`src/rtl/mips_core_pkg.sv`:
```
// Shared core types: ROB entry layout, instruction classes and retirement FSM states.
package mips_core_pkg;

    localparam int DATA_WIDTH = 32;
    localparam int ADDR_WIDTH = 26;

    typedef enum logic [1:0] {
        INST_ALU = 2'd0,
        INST_MEM = 2'd1,
        INST_BR  = 2'd2,
        INST_SYS = 2'd3
    } InstType;

    typedef enum logic [1:0] {
        COMMIT = 2'd0,
        STORE  = 2'd1,
        HALT   = 2'd2
    } CommitState;

    typedef struct packed {
        logic                  valid;
        logic                  ready;
        InstType               inst_type;
        logic                  is_load;
        logic [5:0]            reg_dest;
        logic [4:0]            logic_reg_dest;
        logic [DATA_WIDTH-1:0] value;
        logic [ADDR_WIDTH-1:0] mem_dest;
        logic                  pass;
        logic                  fail;
        logic                  done;
    } rob_entry;

    function automatic logic is_store(input rob_entry e);
        return (e.inst_type == INST_MEM) && !e.is_load;
    endfunction

endpackage

```
`src/rtl/rob_commit_unit.sv`:
```
// In-order ROB retirement: RF/RAT writeback, store release with timeout, MTC0 status.
module rob_commit_unit
    import mips_core_pkg::*;
#(
    parameter int COUNT_WIDTH = 32,
    parameter int ST_TIMEOUT  = 255
) (
    input  logic                   clk,
    input  logic                   rst_n,
    input  logic                   head_valid,
    input  rob_entry               head_entry,
    input  logic                   flush,
    output logic                   pop,
    output logic                   rf_we,
    output logic [5:0]             rf_waddr,
    output logic [DATA_WIDTH-1:0]  rf_wdata,
    output logic                   arch_we,
    output logic [4:0]             arch_lreg,
    output logic [5:0]             arch_preg,
    output logic                   st_req,
    output logic [ADDR_WIDTH-1:0]  st_addr,
    output logic [DATA_WIDTH-1:0]  st_data,
    input  logic                   st_ack,
    output logic                   st_err,
    output logic                   pass_o,
    output logic                   fail_o,
    output logic                   done_o,
    output logic [COUNT_WIDTH-1:0] retired_cnt
);

    localparam int TW = $clog2(ST_TIMEOUT + 2);
    localparam logic [TW-1:0] TMO_LIMIT = TW'(ST_TIMEOUT);

    CommitState    state;
    logic          committable;
    logic          writes_reg;
    logic [TW-1:0] tmo_cnt;

    // Same-cycle retirement strobes; rst_n gating keeps them low while reset is held.
    always_comb begin
        pop         = 1'b0;
        writes_reg  = 1'b0;
        committable = rst_n && head_valid && head_entry.valid && head_entry.ready
                      && (state == COMMIT) && !flush;
        if (state == STORE) begin
            pop = rst_n && st_ack;
        end else if (committable) begin
            case (head_entry.inst_type)
                INST_ALU: begin
                    pop        = 1'b1;
                    writes_reg = 1'b1;
                end
                INST_MEM: begin
                    pop        = head_entry.is_load;
                    writes_reg = head_entry.is_load;
                end
                default: pop = 1'b1;
            endcase
        end
        rf_we     = writes_reg && (head_entry.logic_reg_dest != 5'd0);
        arch_we   = rf_we;
        rf_waddr  = rf_we   ? head_entry.reg_dest       : '0;
        rf_wdata  = rf_we   ? head_entry.value          : '0;
        arch_lreg = arch_we ? head_entry.logic_reg_dest : '0;
        arch_preg = arch_we ? head_entry.reg_dest       : '0;
    end

    // Retirement FSM, store port registers and sticky MTC0 status.
    always_ff @(posedge clk or negedge rst_n) begin
        if (!rst_n) begin
            state   <= COMMIT;
            st_req  <= 1'b0;
            st_addr <= '0;
            st_data <= '0;
            pass_o  <= 1'b0;
            fail_o  <= 1'b0;
            done_o  <= 1'b0;
        end else begin
            case (state)
                COMMIT: begin
                    if (committable && is_store(head_entry)) begin
                        state   <= STORE;
                        st_req  <= 1'b1;
                        st_addr <= head_entry.mem_dest;
                        st_data <= head_entry.value;
                    end else if (committable && head_entry.inst_type == INST_SYS) begin
                        pass_o <= pass_o | head_entry.pass;
                        fail_o <= fail_o | head_entry.fail;
                        if (head_entry.done) begin
                            done_o <= 1'b1;
                            state  <= HALT;
                        end
                    end
                end
                STORE: begin
                    // flush is deliberately ignored here: the store is already architectural.
                    if (st_ack) begin
                        state   <= COMMIT;
                        st_req  <= 1'b0;
                        st_addr <= '0;
                        st_data <= '0;
                    end
                end
                default: state <= HALT;
            endcase
        end
    end

    // Retired-instruction counter and store-timeout watchdog.
    always_ff @(posedge clk or negedge rst_n) begin
        if (!rst_n) begin
            retired_cnt <= '0;
            tmo_cnt     <= '0;
            st_err      <= 1'b0;
        end else begin
            if (pop) begin
                retired_cnt <= retired_cnt + COUNT_WIDTH'(1);
            end
            if (state == STORE && st_ack) begin
                tmo_cnt <= '0;
            end else if (state == STORE && ST_TIMEOUT != 0 && !st_err) begin
                tmo_cnt <= tmo_cnt + TW'(1);
                if (tmo_cnt + TW'(1) == TMO_LIMIT) begin
                    st_err <= 1'b1;
                end
            end
        end
    end

endmodule

```
`config.mk`:
```
export PLATFORM = sky130hd
export DESIGN_NAME = rob_commit_unit
export DESIGN_NICKNAME = d
export VERILOG_FILES = /design/src/rtl/mips_core_pkg.sv /design/src/rtl/rob_commit_unit.sv
export SDC_FILE = /design/constraint.sdc
export NUM_CORES = 1
export LEC_CHECK = 0
export CAP_MARGIN = 10
export CORE_MARGIN = 2
export CORE_UTILIZATION = 41
export CTS_CLUSTER_DIAMETER = 120
export DETAILED_ROUTE_END_ITERATION = 16
export MAX_ROUTING_LAYER = met4
export PLACE_DENSITY = 0.86
export REMOVE_ABC_BUFFERS = 1
export SLEW_MARGIN = 20
export SYNTH_ARGS = -nofsm -noshare
export SYNTH_HDL_FRONTEND = slang
export SYNTH_SLANG_ARGS = --single-unit
export TNS_END_PERCENT = 5
```
`constraint.sdc`:
```
create_clock -name clk -period 3.4 [get_ports clk]
set_input_delay 1.02 -clock clk [delete_from_list [all_inputs] [get_ports clk]]
set_output_delay 1.02 -clock clk [all_outputs]
set_load 0.01 [all_outputs]
```
After elaboration in Yosys (flattened, before gate mapping)
Cells that the tools add are included.
{"block": "word_totals", "ramBits": 0, "elab_cells": 74, "reg_bits": 106, "latch_bits": 0, "inputBits": 82, "mem_bits_ro": 0, "memories": 0, "out_inout_bits": 147}
{"block": "op_classes", "addsub": 2, "eq_ne": 8, "shifts": 0, "reduce_logical": 25, "bitwise_logic": 4, "n_mux": 25, "n_lt_le_gt_ge": 0, "mul": 0, "div": 0}
{"operator": "2-to-1 mux 32 bit", "n": 3}
{"operator": "one-hot mux 32 bit (2 select lines)", "n": 1}
{"operator": "2-to-1 mux 26 bit", "n": 2}
{"operator": "one-hot mux 26 bit (2 select lines)", "n": 1}
{"operator": "adder 32 x 1 -> 32 bit, second input constant", "n": 1}
{"operator": "2-to-1 mux 9 bit", "n": 2}
{"operator": "logical AND 1 bit", "n": 12}
{"operator": "AND reduction 3 bit", "n": 4}
{"operator": "adder 9 x 1 -> 9 bit, second input constant", "n": 1}
{"operator": "equality test 9 x 8 -> 1 bit, second input constant", "n": 1}
{"operator": "2-to-1 mux 2 bit", "n": 4}
{"operator": "2-to-1 mux 1 bit", "n": 7}
{"operator": "2-to-1 mux 6 bit", "n": 1}
{"operator": "2-to-1 mux 5 bit", "n": 1}
{"operator": "nonzero test 5 bit", "n": 1}
{"operator": "equality test 2 x 1 -> 1 bit, second input constant", "n": 2}
{"operator": "zero test 2 bit", "n": 2}
{"operator": "one-hot mux 1 bit (2 select lines)", "n": 2}
{"operator": "one-hot mux 2 bit (2 select lines)", "n": 1}
{"operator": "AND reduction 4 bit", "n": 1}
{"operator": "nonzero test 2 bit", "n": 2}
{"operator": "zero test 1 bit", "n": 3}
{"operator": "inequality test 3 x 1 -> 1 bit, second input constant", "n": 1}
{"operator": "inequality test 3 x 2 -> 1 bit, second input constant", "n": 1}
{"operator": "other kinds (5)", "n": 7}

Longest topological paths before layout
{"block": "logic_depth", "depth_word": 9, "mapped_depth": 7, "depth_no_buf": 6}

Worst setup path after synthesis
Ideal clock, no wire load.
{"block": "synth_path", "kind": "input -> output", "startpoint": "input flush", "endpoint": "output rf_waddr[0]", "t_arrival_ps": 2374, "n_path_buf": 2, "required_time_ps": 2380, "path_slack_ps": 6, "path_stages": 7, "path_cell_list": "nor4b_4 > nand2_2 > nor3_2 > o21a_1 > buf_2 > and2_1 > buf_4"}
{"block": "synth_between", "elab_chain_cells": 6}
{"item": "start, declared", "line": "rob_commit_unit.sv:12", "source": "input logic flush,"}
{"item": "zero test 1 bit", "line": "rob_commit_unit.sv:44", "source": "&& (state == COMMIT) && !flush;"}
{"item": "logical AND 1 bit", "line": "rob_commit_unit.sv:44"}
{"item": "2-to-1 mux 1 bit", "line": "rob_commit_unit.sv:47", "source": "end else if (committable) begin"}
{"item": "2-to-1 mux 1 bit", "line": "rob_commit_unit.sv:45", "source": "if (state == STORE) begin"}
{"item": "logical AND 1 bit", "line": "rob_commit_unit.sv:60", "source": "rf_we = writes_reg && (head_entry.logic_reg_dest != 5'd0);"}
{"item": "via arch_we", "line": "rob_commit_unit.sv:17", "source": "output logic arch_we,"}
{"item": "2-to-1 mux 6 bit"}
{"item": "end, declared", "line": "rob_commit_unit.sv:15", "source": "output logic [5:0] rf_waddr,"}
The timed path passes the listed nets, and every way through them passes these cells.

Worst setup path after layout
{"block": "layout_path", "startpoint": "input flush", "endpoint": "output arch_preg[0]"}
{"block": "layout_between", "elab_chain_cells": 6}
{"item": "zero test 1 bit", "line": "rob_commit_unit.sv:44"}
{"item": "logical AND 1 bit", "line": "rob_commit_unit.sv:44"}
{"item": "2-to-1 mux 1 bit", "line": "rob_commit_unit.sv:47"}
{"item": "2-to-1 mux 1 bit", "line": "rob_commit_unit.sv:45"}
{"item": "logical AND 1 bit", "line": "rob_commit_unit.sv:60"}
{"item": "2-to-1 mux 6 bit", "line": "rob_commit_unit.sv:65", "source": "arch_preg = arch_we ? head_entry.reg_dest : '0;"}
{"item": "end, declared", "line": "rob_commit_unit.sv:19", "source": "output logic [5:0] arch_preg,"}
Every way passes these cells.

==> flow_summary.ini <==
[logic_synthesis]
ys_seq_area_frac = 0.562
ys_ff_latch = 106
synth.cell_area_mm2 = 0.00472
synth.avg_cell_area_um2 = 11.6
syn_inst = 408
synth_edf_count = 0
async_flop_share = 1.00
synth_top_cell_by_area = dfrtp_1
yosysUniqueCellTypes = 42
ys.flop_type = dfrtp_1
ys_warn_count = 0
synth.area.top_cells = dfrtp_1 56%, a22o_1 11%, and2_1 6.0%
yosysTopAreaCellShare = 0.562

[drt]
route.detailed.drc = 0
via_per_inst = 5.35
ant_nets = 0
first_iter_violations = 267
via_count = 4315
finalWirelength_um = 15900
wl_per_cell_um = 19.7
firstDrtPassIters = 4

[placed_design]
place_congestion = 0.922
pre_cts_slack_ns = -0.977
dp.cells = 767
dp_hpwl_um = 10400
portBuffers = 228
post_dp_cell_area_mm2 = 0.00718

[finish]
instances_no_fill = 807
n_fill_cell = 845
multi_input_area_mm2 = 0.00196
area_growth_pct = 62.7
fin_area_mm2 = 0.00768
n_antenna_cell = 0
seq_area_mm2 = 0.00265
finish.utilization = 0.678
layout.nets = 744
final_layout_size_suffix_gt1_frac = 0.205

[clock_tree]
htreeDepth = 3
clkSinkCount = 106
cts_tree = built
clk-insertion-delay-late_ns = 0.34
path_clk_slew_ns = 0.07
ctsHoldBuffers = 0
clock_path_buffers = 2
numCtsBuffers = 9
clockRootBuffer = clkbuf_16

[timing]
setup_ws_ns = -0.117
rsz0062_at_grt = yes
max_slew.worst_pin.slew_ns = 0.713
fin_tns_setup_ns = -3.93
period_needed_ns = 3.52
hold_violations = 0
fin_skew_ns = 0.0101
fin_crit_sh = 1.03
slew_viol_final = 0
relSlewSlack = 0.524
setup_viol = 45
fmax_ghz = 0.284

[power]
combinationalPowerShare = 0.169
pwr-share-clk = 0.339
leakage_nw = 3.61
netSwitchingPower_uw = 724
power_frac_seq = 0.492
cellPowerDensity_mw_per_mm2 = 379
sw_frac_of_total = 0.249
irDropWorstVdd_mv = 0.224
p_int_mw = 2.19

[setup_path]
cp.arrival_ns = 2.50
path_delay_family = simple AND/OR/NAND/NOR gates
critPathBufInv = 5
required_ns = 2.38
crit_path_start_kind = input port
crit_chain = buf_6 > nor4b_4 > nand2_2 > nor3_2 > buf_4 > o21a_4 > buf_6 > buf_6 > and2_4 > buf_6
max_stage_delay_ns = 0.31
slowest_stage = nor4b_4
critPathKind = input port to output pin
critPathMostFrequentCell = buf_6
reg2reg_slack_ns = 0.41
endpoint_kind = output pin
crit_path_max_fanout = 5

[grt]
antenna_found_initial = 0
track_usage = 0.246
grt_max_degree = 60
overflow = 0
grt_pass1_vias = 4258
grt_pass1_wl_um = 23500

[floorplanning]
die_w_um = 111
ios = 229
start_util = 0.417
std_cell_rows = 39
dieArea_mm2 = 0.0124
core_area_mm2 = 0.0113
die_y_um = 111

[hold_path]
hold_class = flip-flop to flip-flop

[flow_run]
drv_cap = 0

[status]
violations = setup timing
outcome = complete, but fails checks
-- final timing paths --
kind | start | endpoint | depth (start not counted)
max | flush | arch_preg[0] | 10
max in group asynchronous | rst_n | st_addr[25] | 4
min in group asynchronous | rst_n | st_req | 3
max reg2reg | state[0] | st_data[12] | 16
min reg2reg | pass_o | pass_o | 1
min | pass_o | pass_o | 1
-- area by class of cell --
| type | count | area share |
|---|---|---|
| clock inverters | 4 | 0.00342 |
| clock buffers | 12 | 0.0334 |
| inverters | 7 | 0.00342 |
| multi-input cells | 268 | 0.255 |
| well taps | 143 | 0.0233 |
| flip-flops and latches | 106 | 0.345 |
| repair buffers | 267 | 0.336 |
-- through the flow --
step | hold WS, ns | power (mW)
after floorplan | 0.446 | 1.59
final | 0.469 | 2.91
after global routing | 0.504 | 3.04
after CTS | 0.476 | 2.92
after global placement | 0.453 | 1.92
after detailed placement | 0.460 | 1.93
-- routing by layer --
metal  routed length (um)  share of wire  vias up  global-route usage
met2                 8090           0.51      178               0.415
met1                 6560           0.41     2140               0.295
met4                  436          0.027        0              0.0938
met5                    0              0        -                   -
li1                     -              -     1963                   -
met3                  850          0.053       34              0.0459
-- cell usage after synthesis, drive strengths merged (7+ instances only) --
library cell    n
nand2          20
dfrtp         106
nand3          13
xor2           12
inv             7
clkbuf         10
and3           10
a22o           58
buf            17
nand4          15
o21ai          11
nor2           15
and2           45
xnor2          21
-- sequential cells by signal, indices dropped and copies added, names as in the netlist --
signal and flops:
retired_cnt 32, st_data 32, st_addr 26, tmo_cnt 9, state 2, done_o 1
fail_o 1, pass_o 1, st_err 1, st_req 1
-- power by group through the flow --
| stage | Sequential, mW | Clock, mW | Combinational [mW] |
|---|---|---|---|
| after floorplan | 1.48 | 0 | 0.108 |
| after global placement | 1.45 | 0 | 0.470 |
| after detailed placement | 1.45 | 0 | 0.481 |
| after CTS | 1.43 | 1.00 | 0.490 |
| after global routing | 1.45 | 1.07 | 0.524 |
| final | 1.43 | 0.988 | 0.491 |
-- logic make-up (layout without fill, tap and decap cells) --
group,Yosys count,count (layout),synth area share
buf+inv,34,290,0.0371
xor+xnor,33,33,0.0612
fa+ha+maj,3,3,0.00795
flops,106,106,0.562
mux,1,1,0.00238
compound gates,87,87,0.148
simple gates,144,144,0.182
-- placed cells by master, fill, tap and decap left out, types with 3 or more instances in the layout --
master           count
buf_12               4
and3_1               9
o21ai_0             10
xor2_1              12
dlygate4sd2_1        4
and2_1              34
nand3_1             13
buf_6               33
inv_1                7
clkdlybuf4s15_1      3
nor3_1               4
nand2b_1             4
buf_2               32
nand4_1             15
xnor2_1             21
clkdlybuf4s50_1    164
ha_1                 3
nand2_1             19
a21oi_1              3
buf_4               19
nor2_1              15
clkbuf_16           12
o31ai_1              6
nor2b_1              4
clkbuf_2             4
and2_4              11
a41o_1               4
dfrtp_1            106
a22o_1              58
-- what timing repair did --
| item | 4_1_cts | 5_1_grt |
|---|---|---|
| hold endpoints to repair | 0 | 0 |
| resized for setup | 249 | 34 |
| gates cloned | 3 | 6 |
| endpoints found under the setup margin | 52 | 111 |
| pin swaps | 18 | 8 |
| setup buffers | 18 | 2 |
-- worst register-to-register path, delay by kind of cell (launching register included) --
family                 cells  cell delay (ns)
AOI/OAI and AO/OA          2             0.35
DFF                        1             0.44
and+or+nand+nor            3             0.75
buffers and inverters     11             1.33
Power figures use the tool's default switching activity.
